==> src/rtl/keypad_entry_if.sv <==
// State/value link between the keypad entry front end (master) and the display (slave).
interface keypad_entry_if;
    logic [1:0]  state;
    logic [31:0] val_a;
    logic [31:0] val_b;
    logic [31:0] acc;
    logic        key_evt;
    logic [3:0]  key_code;

    modport master (output state, val_a, val_b, acc, key_evt, key_code);
    modport slave  (input  state, val_a, val_b, acc, key_evt, key_code);
endinterface

==> src/rtl/keypad_entry.sv <==
// 4x4 keypad scanner, debouncer and two-operand decimal entry FSM.
// Optional KEYPAD_BACKSPACE_EN: key E deletes the last typed digit.
module keypad_entry #(
    parameter int unsigned SCAN_DIV   = 1000,
    parameter int unsigned DEB_SCANS  = 4,
    parameter int unsigned MAX_DIGITS = 9
) (
    input  logic           clk,
    input  logic           rst,
    input  logic [3:0]     col_in,
    output logic [3:0]     row_out,
    keypad_entry_if.master disp
);
    localparam int unsigned DIVW = $clog2(SCAN_DIV);
    localparam int unsigned DEBW = $clog2(DEB_SCANS + 1);
    localparam int unsigned CNTW = $clog2(MAX_DIGITS + 1);

    typedef enum logic [1:0] {
        ST_A     = 2'b00,
        ST_B     = 2'b01,
        ST_READY = 2'b10,
        ST_SHOW  = 2'b11
    } state_t;

    state_t            st;
    logic [3:0]        col_s1, col_s2;
    logic [DIVW-1:0]   div_cnt;
    logic [1:0]        row_idx;
    logic [1:0]        scan_n;
    logic [3:0]        scan_code;
    logic [3:0]        cand;
    logic              cand_valid;
    logic              armed;
    logic [DEBW-1:0]   deb_cnt;
    logic [CNTW-1:0]   count;
    logic [31:0]       val_a, val_b, acc;
    logic              key_evt;
    logic [3:0]        key_code;

    function automatic logic [3:0] keymap(input logic [1:0] r, input logic [1:0] c);
        logic [3:0] k;
        case ({r, c})
            4'h0: k = 4'h1;  4'h1: k = 4'h2;  4'h2: k = 4'h3;  4'h3: k = 4'hA;
            4'h4: k = 4'h4;  4'h5: k = 4'h5;  4'h6: k = 4'h6;  4'h7: k = 4'hB;
            4'h8: k = 4'h7;  4'h9: k = 4'h8;  4'hA: k = 4'h9;  4'hB: k = 4'hC;
            4'hC: k = 4'hE;  4'hD: k = 4'h0;  4'hE: k = 4'hF;  default: k = 4'hD;
        endcase
        return k;
    endfunction

    // Per-row column decode: row_n saturates at 2 (meaning "two or more keys").
    logic [3:0]      lows;
    logic [1:0]      row_n;
    logic [1:0]      col_idx;
    logic [2:0]      scan_sum;
    logic [1:0]      scan_n_next;
    logic [3:0]      code_next;
    logic [DEBW-1:0] deb_next;
    logic            slot_end;

    always_comb begin
        lows    = ~col_s2;
        row_n   = '0;
        col_idx = '0;
        for (int unsigned i = 0; i < 4; i++) begin
            if (lows[i]) begin
                col_idx = 2'(i);
                if (row_n != 2'd2) row_n = row_n + 2'd1;
            end
        end
        scan_sum    = {1'b0, scan_n} + {1'b0, row_n};
        scan_n_next = (scan_sum >= 3'd2) ? 2'd2 : scan_sum[1:0];
        code_next   = (row_n == 2'd1) ? keymap(row_idx, col_idx) : scan_code;
        if (cand_valid && cand == code_next)
            deb_next = (deb_cnt == DEBW'(DEB_SCANS)) ? deb_cnt : deb_cnt + DEBW'(1);
        else
            deb_next = DEBW'(1);
        slot_end = (div_cnt == DIVW'(SCAN_DIV - 1));
    end

    always_ff @(posedge clk) begin
        if (rst) begin
            col_s1     <= '1;
            col_s2     <= '1;
            div_cnt    <= '0;
            row_idx    <= '0;
            row_out    <= 4'b1110;
            scan_n     <= '0;
            scan_code  <= '0;
            cand       <= '0;
            cand_valid <= 1'b0;
            armed      <= 1'b1;
            deb_cnt    <= '0;
            key_evt    <= 1'b0;
            key_code   <= '0;
            count      <= '0;
            val_a      <= '0;
            val_b      <= '0;
            acc        <= '0;
            st         <= ST_A;
        end else begin
            col_s1  <= col_in;
            col_s2  <= col_s1;
            key_evt <= 1'b0;

            if (slot_end) begin
                div_cnt <= '0;
                row_idx <= row_idx + 2'd1;
                row_out <= {row_out[2:0], row_out[3]};
                if (row_idx == 2'd3) begin
                    scan_n <= '0;
                    if (scan_n_next == 2'd1) begin
                        cand       <= code_next;
                        cand_valid <= 1'b1;
                        deb_cnt    <= deb_next;
                        if (armed && deb_next == DEBW'(DEB_SCANS)) begin
                            key_evt  <= 1'b1;
                            key_code <= code_next;
                            armed    <= 1'b0;
                        end
                    end else begin
                        // Released and multi-key scans both re-arm the debouncer.
                        cand_valid <= 1'b0;
                        deb_cnt    <= '0;
                        armed      <= 1'b1;
                    end
                end else begin
                    scan_n    <= scan_n_next;
                    scan_code <= code_next;
                end
            end else begin
                div_cnt <= div_cnt + DIVW'(1);
            end

            if (key_evt) begin
                if (key_code <= 4'd9) begin
                    if ((st == ST_A || st == ST_B) && count < CNTW'(MAX_DIGITS)) begin
                        acc   <= acc * 32'd10 + {28'd0, key_code};
                        count <= count + CNTW'(1);
                    end
                end else begin
                    case (key_code)
                        4'hA: if (st == ST_A) begin
                            val_a <= acc;
                            acc   <= '0;
                            count <= '0;
                            st    <= ST_B;
                        end
                        4'hB: if (st == ST_B) begin
                            val_b <= acc;
                            acc   <= '0;
                            count <= '0;
                            st    <= ST_READY;
                        end
                        4'hC: begin
                            acc   <= '0;
                            val_a <= '0;
                            val_b <= '0;
                            count <= '0;
                            st    <= ST_A;
                        end
                        4'hD: if (st == ST_READY) st <= ST_SHOW;
`ifdef KEYPAD_BACKSPACE_EN
                        4'hE: if ((st == ST_A || st == ST_B) && count != '0) begin
                            acc   <= acc / 32'd10;
                            count <= count - CNTW'(1);
                        end
`endif
                        default: ;
                    endcase
                end
            end
        end
    end

    assign disp.state    = st;
    assign disp.val_a    = val_a;
    assign disp.val_b    = val_b;
    assign disp.acc      = acc;
    assign disp.key_evt  = key_evt;
    assign disp.key_code = key_code;
endmodule
==> src/flat_wrapper.sv <==
// flat-port wrapper written by rule: the top's interface ports become plain ports
module keypad_entry_flat 
#(
    parameter int unsigned SCAN_DIV   = 1000,
    parameter int unsigned DEB_SCANS  = 4,
    parameter int unsigned MAX_DIGITS = 9
)
  (clk, rst, col_in, row_out, disp_state, disp_val_a, disp_val_b, disp_acc, disp_key_evt, disp_key_code);
  keypad_entry_if disp_i ();
  input  logic clk;
  input  logic rst;
  input  logic [3:0] col_in;
  output logic [3:0] row_out;
  output wire logic [$bits(disp_i.state)-1:0] disp_state;
  output wire logic [$bits(disp_i.val_a)-1:0] disp_val_a;
  output wire logic [$bits(disp_i.val_b)-1:0] disp_val_b;
  output wire logic [$bits(disp_i.acc)-1:0] disp_acc;
  output wire logic [$bits(disp_i.key_evt)-1:0] disp_key_evt;
  output wire logic [$bits(disp_i.key_code)-1:0] disp_key_code;
  assign disp_state = disp_i.state;
  assign disp_val_a = disp_i.val_a;
  assign disp_val_b = disp_i.val_b;
  assign disp_acc = disp_i.acc;
  assign disp_key_evt = disp_i.key_evt;
  assign disp_key_code = disp_i.key_code;
  keypad_entry #(.SCAN_DIV(SCAN_DIV), .DEB_SCANS(DEB_SCANS), .MAX_DIGITS(MAX_DIGITS)) u_core (.clk(clk), .rst(rst), .col_in(col_in), .row_out(row_out), .disp(disp_i));
endmodule
==> config.mk <==
export PLATFORM = sky130hd
export DESIGN_NAME = keypad_entry_flat
export DESIGN_NICKNAME = d
export VERILOG_FILES = /design/src/rtl/keypad_entry_if.sv /design/src/rtl/keypad_entry.sv /design/src/flat_wrapper.sv
export SDC_FILE = /design/constraint.sdc
export NUM_CORES = 1
export LEC_CHECK = 0
export CAP_MARGIN = 20
export CORE_MARGIN = 1.5
export CORE_UTILIZATION = 54
export DETAILED_ROUTE_END_ITERATION = 8
export PLACE_DENSITY_LB_ADDON = 0.2
export SLEW_MARGIN = 10
export SYNTH_ARGS = -nofsm -noshare
export SYNTH_HDL_FRONTEND = slang
export SYNTH_SLANG_ARGS = --single-unit
==> constraint.sdc <==
create_clock -name clk -period 4.6 [get_ports clk]
set_input_delay 0.69 -clock clk [delete_from_list [all_inputs] [get_ports clk]]
set_output_delay 0.69 -clock clk [all_outputs]
set_load 0.03 [all_outputs]
==> flow_metrics.py, run 1 <==
metrics = {
    "run_status": {
        "status": "completed",
    },
    "pwr": {
        "power_frac_seq": 0.468,
        "netSwitchingPower_mw": 0.638,
        "ir_drop_mv": 0.273,
        "pwr-share-comb": 0.026,
        "total_power_mw": 2.72,
        "clock_power_share": 0.507,
        "p_leak_nw": 4.02,
        "intPower_mw": 2.09,
        "power_density_nw_per_um2": 257,
        "switching_share": 0.234,
    },
    "worst_hold_path": {
        "worstHoldPathType": "register to register",
    },
    "global_route": {
        "grt_pass1_wl_um": 37300,
        "met2_usage": 0.442,
        "grt_start_max_net_pins": 71,
        "grt.total_usage": 0.277,
        "overflow": 0,
        "use_met1": 0.371,
        "gr-usage-met3": 0.0593,
        "busiest_layer": "met2",
        "grt_pass1_vias": 7302,
        "antenna_found_initial": 0,
    },
    "clock_network": {
        "numClockSinks": 146,
        "post_cts_resized": 0,
        "ctsHtreeMaxLevel": 4,
        "cts_setup_buffers": 0,
        "clk_path_buf_depth": 2,
        "tritoncts": "yes",
        "path_clk_slew_ps": 60,
        "clk_latency_ps": 430,
        "cts_buffers": 17,
        "cts-hold-fix-buffers": 0,
        "clockRootBuffer": "clkbuf_16",
    },
    "yosys": {
        "ys_top_cells_by_count": "dfxtp_1 (146), nand2_1 (112), a21oi_1 (109)",
        "ys_ff_latch": 146,
        "synth_cells": 1061,
        "synthFlopType": "dfxtp_1",
        "syn_nets": 1144,
        "synth.area.top_cells": "dfxtp_1 (33%), ha_1 (10%), a21oi_1 (6.2%)",
        "avgSynthCellArea_um2": 8.35,
        "synth_cell_types": 92,
        "ys_seq_area_frac": 0.330,
        "ys_warn_count": 0,
        "synth-edff-count": 0,
        "synth_async_sr_flop_share": 0,
        "synth.largest_area_cell": "dfxtp_1",
        "synth_top_area_share": 0.330,
        "synth_most_common_cell": "dfxtp_1",
        "synthesis.area_um2": 8860,
    },
    "layout": {
        "seq_area_um2": 2920,
        "multi_input_area_um2": 5530,
        "diodes": 0,
        "nets": 1219,
        "final_cells": 1365,
        "nFillCells": 1352,
        "drive_gt1_frac": 0.0827,
        "finalInstanceArea_um2": 10600,
        "area_growth_pct": 19.8,
        "final_core_utilization": 0.665,
    },
    "place": {
        "place_congestion": 0.892,
        "dp_cells": 1332,
        "place_area_um2": 10000,
        "dp_hpwl_um": 16700,
        "dp_slack_ps": 569,
        "portBuffers": 112,
    },
    "timing": {
        "worst_pin_slew_ps": 893,
        "setup_ws_ps": 485,
        "setup_tns_ps": 0,
        "hold_viol": 0,
        "relSlewSlack": 0.402,
        "fin_worst_skew_ps": 12.4,
        "fmax_mhz": 243,
        "grt_setup_unrepaired": "no",
        "fin_hold_ws_ps": 405,
        "drv_slew": 0,
        "finalCriticalPeriod_ps": 4120,
        "fin_crit_sh": 0.895,
        "finalSetupViolCount": 0,
    },
    "critical_path": {
        "cp.required_ps": 4920,
        "cp_common_cell": "ha_1",
        "cp_max_fo": 9,
        "slowest_delay_ps": 540,
        "start_kind": "register",
        "critPathSlowestCell": "nor4_4",
        "cp.arrival_ps": 4430,
        "worstPathCellList": "ha_1 > ha_1 > fa_1 > a21o_2 > a221oi_4 > o31a_1 > xnor2_2 > nand4_2 > nor4_4 > nand4_1 > or3_1 > a32o_1",
        "critical_path_class": "register to register",
        "cp_top_family": "simple AND/OR/NAND/NOR gates",
        "critPathBufInv": 0,
        "end_kind": "register",
    },
    "floorplan": {
        "die_w_um": 131,
        "die_area_um2": 17200,
        "die-height_um": 131,
        "ios": 113,
        "coreArea_um2": 15900,
        "fp-row-count": 46,
        "initial_utilization": 0.556,
    },
    "run": {
        "cap_violations": 0,
    },
    "routing": {
        "drc": 0,
        "ant_nets": 0,
        "vias": 8022,
        "firstDrtPassIters": 7,
        "drt-total-wl_um": 23400,
        "drt_iter0_markers": 559,
        "routedWlPerCell_um": 17.1,
        "viasPerCell": 5.88,
    },
}
==> placed cells by master (no fill, tap or decap), types with 4 or more instances in the layout <==
master           Yosys  layout
nor3b_1              4       4
nor3_1              23      22
o21a_1               9       9
nand3_1             88      88
a21oi_2              4       4
mux2i_1             21      21
clkbuf_16            0      17
inv_1               22      22
or3_1                9       9
nand2_1            112     111
nor2b_1             12      12
o21ai_0             28      28
a22o_1              13      13
and3_1               9       9
clkdlybuf4s50_1      0     111
a211o_1              4       4
ha_1                74      74
o211ai_1             7       7
nor2_1              87      86
or2_2               12      12
a22oi_1              8       8
nand4_1             12      12
xnor2_1             31      31
buf_4                2      13
a21o_1              10      10
nand2b_1             6       6
a31oi_1              8       8
nor4_1               4       4
inv_6                0       4
nand3b_1             9       9
and2_1               7       7
xor2_1              20      20
a211oi_1            10      10
o211a_1              4       4
a21oi_1            109     109
dfxtp_1            146     146
==> per-layer routing <==
metal	part of all wire	vias to the layer above
met2	0.45	272
li1	-	3957
met5	0	-
met3	0.066	37
met4	0.020	0
met1	0.46	3756
==> power by group through the flow <==
stage          sequential, mW  combinational (mW)  clock, mW
6_report                 1.27              0.0702       1.38
5_1_grt                  1.27              0.0791       1.45
4_1_cts                  1.27              0.0710       1.40
3_5_place_dp             1.30              0.0701          0
3_3_place_gp             1.30              0.0683          0
2_1_floorplan            1.30              0.0558          0
==> area by class of cell <==
cell class | count | area share
clock buffers | 19 | 0.0427
clock inverters | 13 | 0.0131
inverters | 23 | 0.00814
multi-input cells | 824 | 0.521
flip-flops and latches | 146 | 0.276
well taps | 216 | 0.0255
repair buffers | 124 | 0.114
==> registers in the layout (all words and copies together) (netlist names), 2 cells and up <==
name                  count
u_core.row_out            4
u_core.scan_code          4
u_core.div_cnt           10
u_core.disp.val_b        32
u_core.scan_n             2
u_core.col_s2             4
u_core.disp.state         2
u_core.disp.key_code      4
u_core.count              4
u_core.deb_cnt            3
u_core.disp.val_a        32
u_core.cand               4
u_core.row_idx            2
u_core.col_s1             4
u_core.disp.acc          32
==> logic make-up after synthesis <==
logic type | Yosys count | share of synthesized area
and+or+nand+nor | 417 | 0.238
AOI/OAI and AO/OA | 255 | 0.194
DFF | 146 | 0.330
buffers and inverters | 91 | 0.0469
adders and majority gates | 77 | 0.111
xor gates and xnor gates | 52 | 0.0523
muxes | 23 | 0.0275
==> path summary, 6_finish.rpt <==
path / startpoint / slack (ps) / to / cells past startpoint
setup / recovery: u_core.disp.acc[3] / 480 / u_core.disp.acc[31] / 12
hold / removal: u_core.col_s1[0] / 410 / u_core.col_s2[0] / 1
setup reg to reg: u_core.disp.acc[3] / 480 / u_core.disp.acc[31] / 12
hold reg to reg: u_core.col_s1[0] / 410 / u_core.col_s2[0] / 1
Power figures use the tool's default switching activity.
==> inputs of run 2 (changes only) <==
Settings changed: CORE_MARGIN 1.5 to 5, SLEW_MARGIN 10 to unset.
==> run 2 against run 1 <==
Clock-buffer cell count is 1 higher. Sequential power about the same. Critical path depth stayed put. Critical endpoint unchanged. Worst setup slack got worse by 76 ps. Sequential share of layout area hardly changed. Register-to-register slack got worse by 80 ps. Utilization shrank 0.22 points. Critical path type unchanged.
==> flow_metrics.py, run 2 (synthesis results as in run 1) <==
metrics = {
    "pwr": {
        "power_density_nw_per_um2": 259,
        "p_leak_nw": 4.03,
        "intPower_mw": 2.10,
        "switching_share": 0.235,
        "ir_drop_mv": 0.355,
        "netSwitchingPower_mw": 0.647,
        "power_frac_seq": 0.463,
        "pwr-share-comb": 0.025,
        "clock_power_share": 0.512,
    },
    "clock_network": {
        "clk_latency_ps": 430,
        "path_clk_slew_ps": 70,
        "cts_setup_buffers": 0,
        "clk_path_buf_depth": 2,
        "clockRootBuffer": "clkbuf_16",
        "cts-hold-fix-buffers": 0,
        "ctsHtreeMaxLevel": 4,
        "numClockSinks": 146,
        "post_cts_resized": 0,
        "cts_buffers": 17,
        "tritoncts": "yes",
    },
    "routing": {
        "routedWlPerCell_um": 17.3,
        "viasPerCell": 5.88,
        "firstDrtPassIters": 6,
        "drt_iter0_markers": 536,
        "drc": 0,
        "vias": 8016,
        "drt-total-wl_um": 23500,
        "ant_nets": 0,
    },
    "place": {
        "dp_hpwl_um": 17200,
        "dp_slack_ps": 502,
        "place_congestion": 0.901,
        "portBuffers": 112,
    },
    "timing": {
        "grt_setup_unrepaired": "no",
        "setup_tns_ps": 0,
        "fin_crit_sh": 0.911,
        "worst_pin_slew_ps": 929,
        "setup_ws_ps": 409,
        "finalSetupViolCount": 0,
        "fmax_mhz": 239,
        "finalCriticalPeriod_ps": 4190,
        "hold_viol": 0,
        "relSlewSlack": 0.378,
        "drv_slew": 0,
        "fin_worst_skew_ps": 14.8,
    },
    "layout": {
        "diodes": 0,
        "seq_area_um2": 2920,
        "top_regs": "u_core.disp.acc x32, u_core.disp.val_a x32, u_core.disp.val_b x32",
        "mostFrequentLayoutCells": "dfxtp_1 (146), nand2_1 (111), clkdlybuf4s50_1 (111)",
        "area_growth_pct": 19.8,
        "nFillCells": 1381,
        "nets": 1218,
        "drive_gt1_frac": 0.0819,
        "multi_input_area_um2": 5530,
        "layout_commonest_cell": "dfxtp_1",
    },
    "critical_path": {
        "start_kind": "register",
        "end_kind": "register",
        "cp.required_ps": 4910,
        "cp_max_fo": 9,
        "critical_path_class": "register to register",
        "cp.arrival_ps": 4500,
    },
    "floorplan": {
        "initial_utilization": 0.554,
        "ios": 113,
        "fp-row-count": 46,
        "coreArea_um2": 16000,
        "die_area_um2": 19100,
        "die_w_um": 138,
        "die-height_um": 138,
    },
    "run_status": {
        "status": "completed",
    },
    "global_route": {
        "overflow": 0,
        "grt.total_usage": 0.240,
        "antenna_found_initial": 0,
        "grt_pass1_wl_um": 38500,
        "grt_start_max_net_pins": 72,
        "grt_pass1_vias": 7480,
    },
    "run": {
        "cap_violations": 0,
    },
    "worst_hold_path": {
        "worstHoldPathType": "register to register",
    },
}
-- run 2: changes by cell type in the layout (fill, tap and decap cells not counted), sizes merged --
cell      change
buf           -1
clkinvlp      -3
clkbuf        +1
clkinv        +2
-- run 2: area by class of cell --
type                    count  share of cell area
inverters                  23             0.00813
well taps                 216              0.0255
clock inverters            12              0.0129
flip-flops and latches    146               0.275
clock buffers              20              0.0440
multi-input cells         824               0.521
repair buffers            123               0.113
-- run 2: worst paths after layout --
| kind | startpoint | endpoint | slack, ps | cells past startpoint |
|---|---|---|---|---|
| worst min-delay path | u_core.col_s1[2] | u_core.col_s2[2] | 410 | 1 |
| worst max register to register | u_core.disp.acc[3] | u_core.disp.acc[31] | 410 | 12 |
| worst min register to register | u_core.col_s1[2] | u_core.col_s2[2] | 410 | 1 |
| worst max-delay path | u_core.disp.acc[3] | u_core.disp.acc[31] | 410 | 12 |
-- run 2: power by group through the flow --
stage                     sequential, mW  clock [mW]  combinational (mW)
after floorplan                     1.30           0              0.0558
after global placement              1.30           0              0.0680
after detailed placement            1.30           0              0.0697
after CTS                           1.27        1.43              0.0697
after global routing                1.27        1.49              0.0792
final                               1.27        1.41              0.0696
-- run 2: critical path, cell delays in order, from the launching register on --
cell and delay [ps]:
dfxtp_1 460, ha_1 300, ha_1 230, fa_1 410, a21o_2 260, a21o_1 290
or4_4 560, o41ai_4 100, o211ai_2 220, nor3_1 500, nand2_1 120, or3_1 360
a32o_1 250
-- run 2: metrics by stage --
step / area, um2 / hold WS [ps] / power, mW / std cells / utilization
finish: 10600 / 409 / 2.75 / 1364 / 0.663
global placement: 10000 / 392 / 1.37 / 1332 / 0.626
detailed placement: 10000 / 393 / 1.37 / 1332 / 0.626
CTS: 10600 / 409 / 2.77 / 1364 / 0.663
floorplan: 8860 / 389 / 1.36 / 1061 / -
global route: 10600 / 422 / 2.84 / 1364 / 0.663
-- run 2: per-layer routing --
layer / up-vias / GRT usage / part of all wire
met5: - / 0 / 0
met4: 0 / 0.0712 / 0.020
met3: 36 / 0.0614 / 0.064
met2: 261 / 0.388 / 0.45
met1: 3754 / 0.316 / 0.46
li1: 3965 / - / -
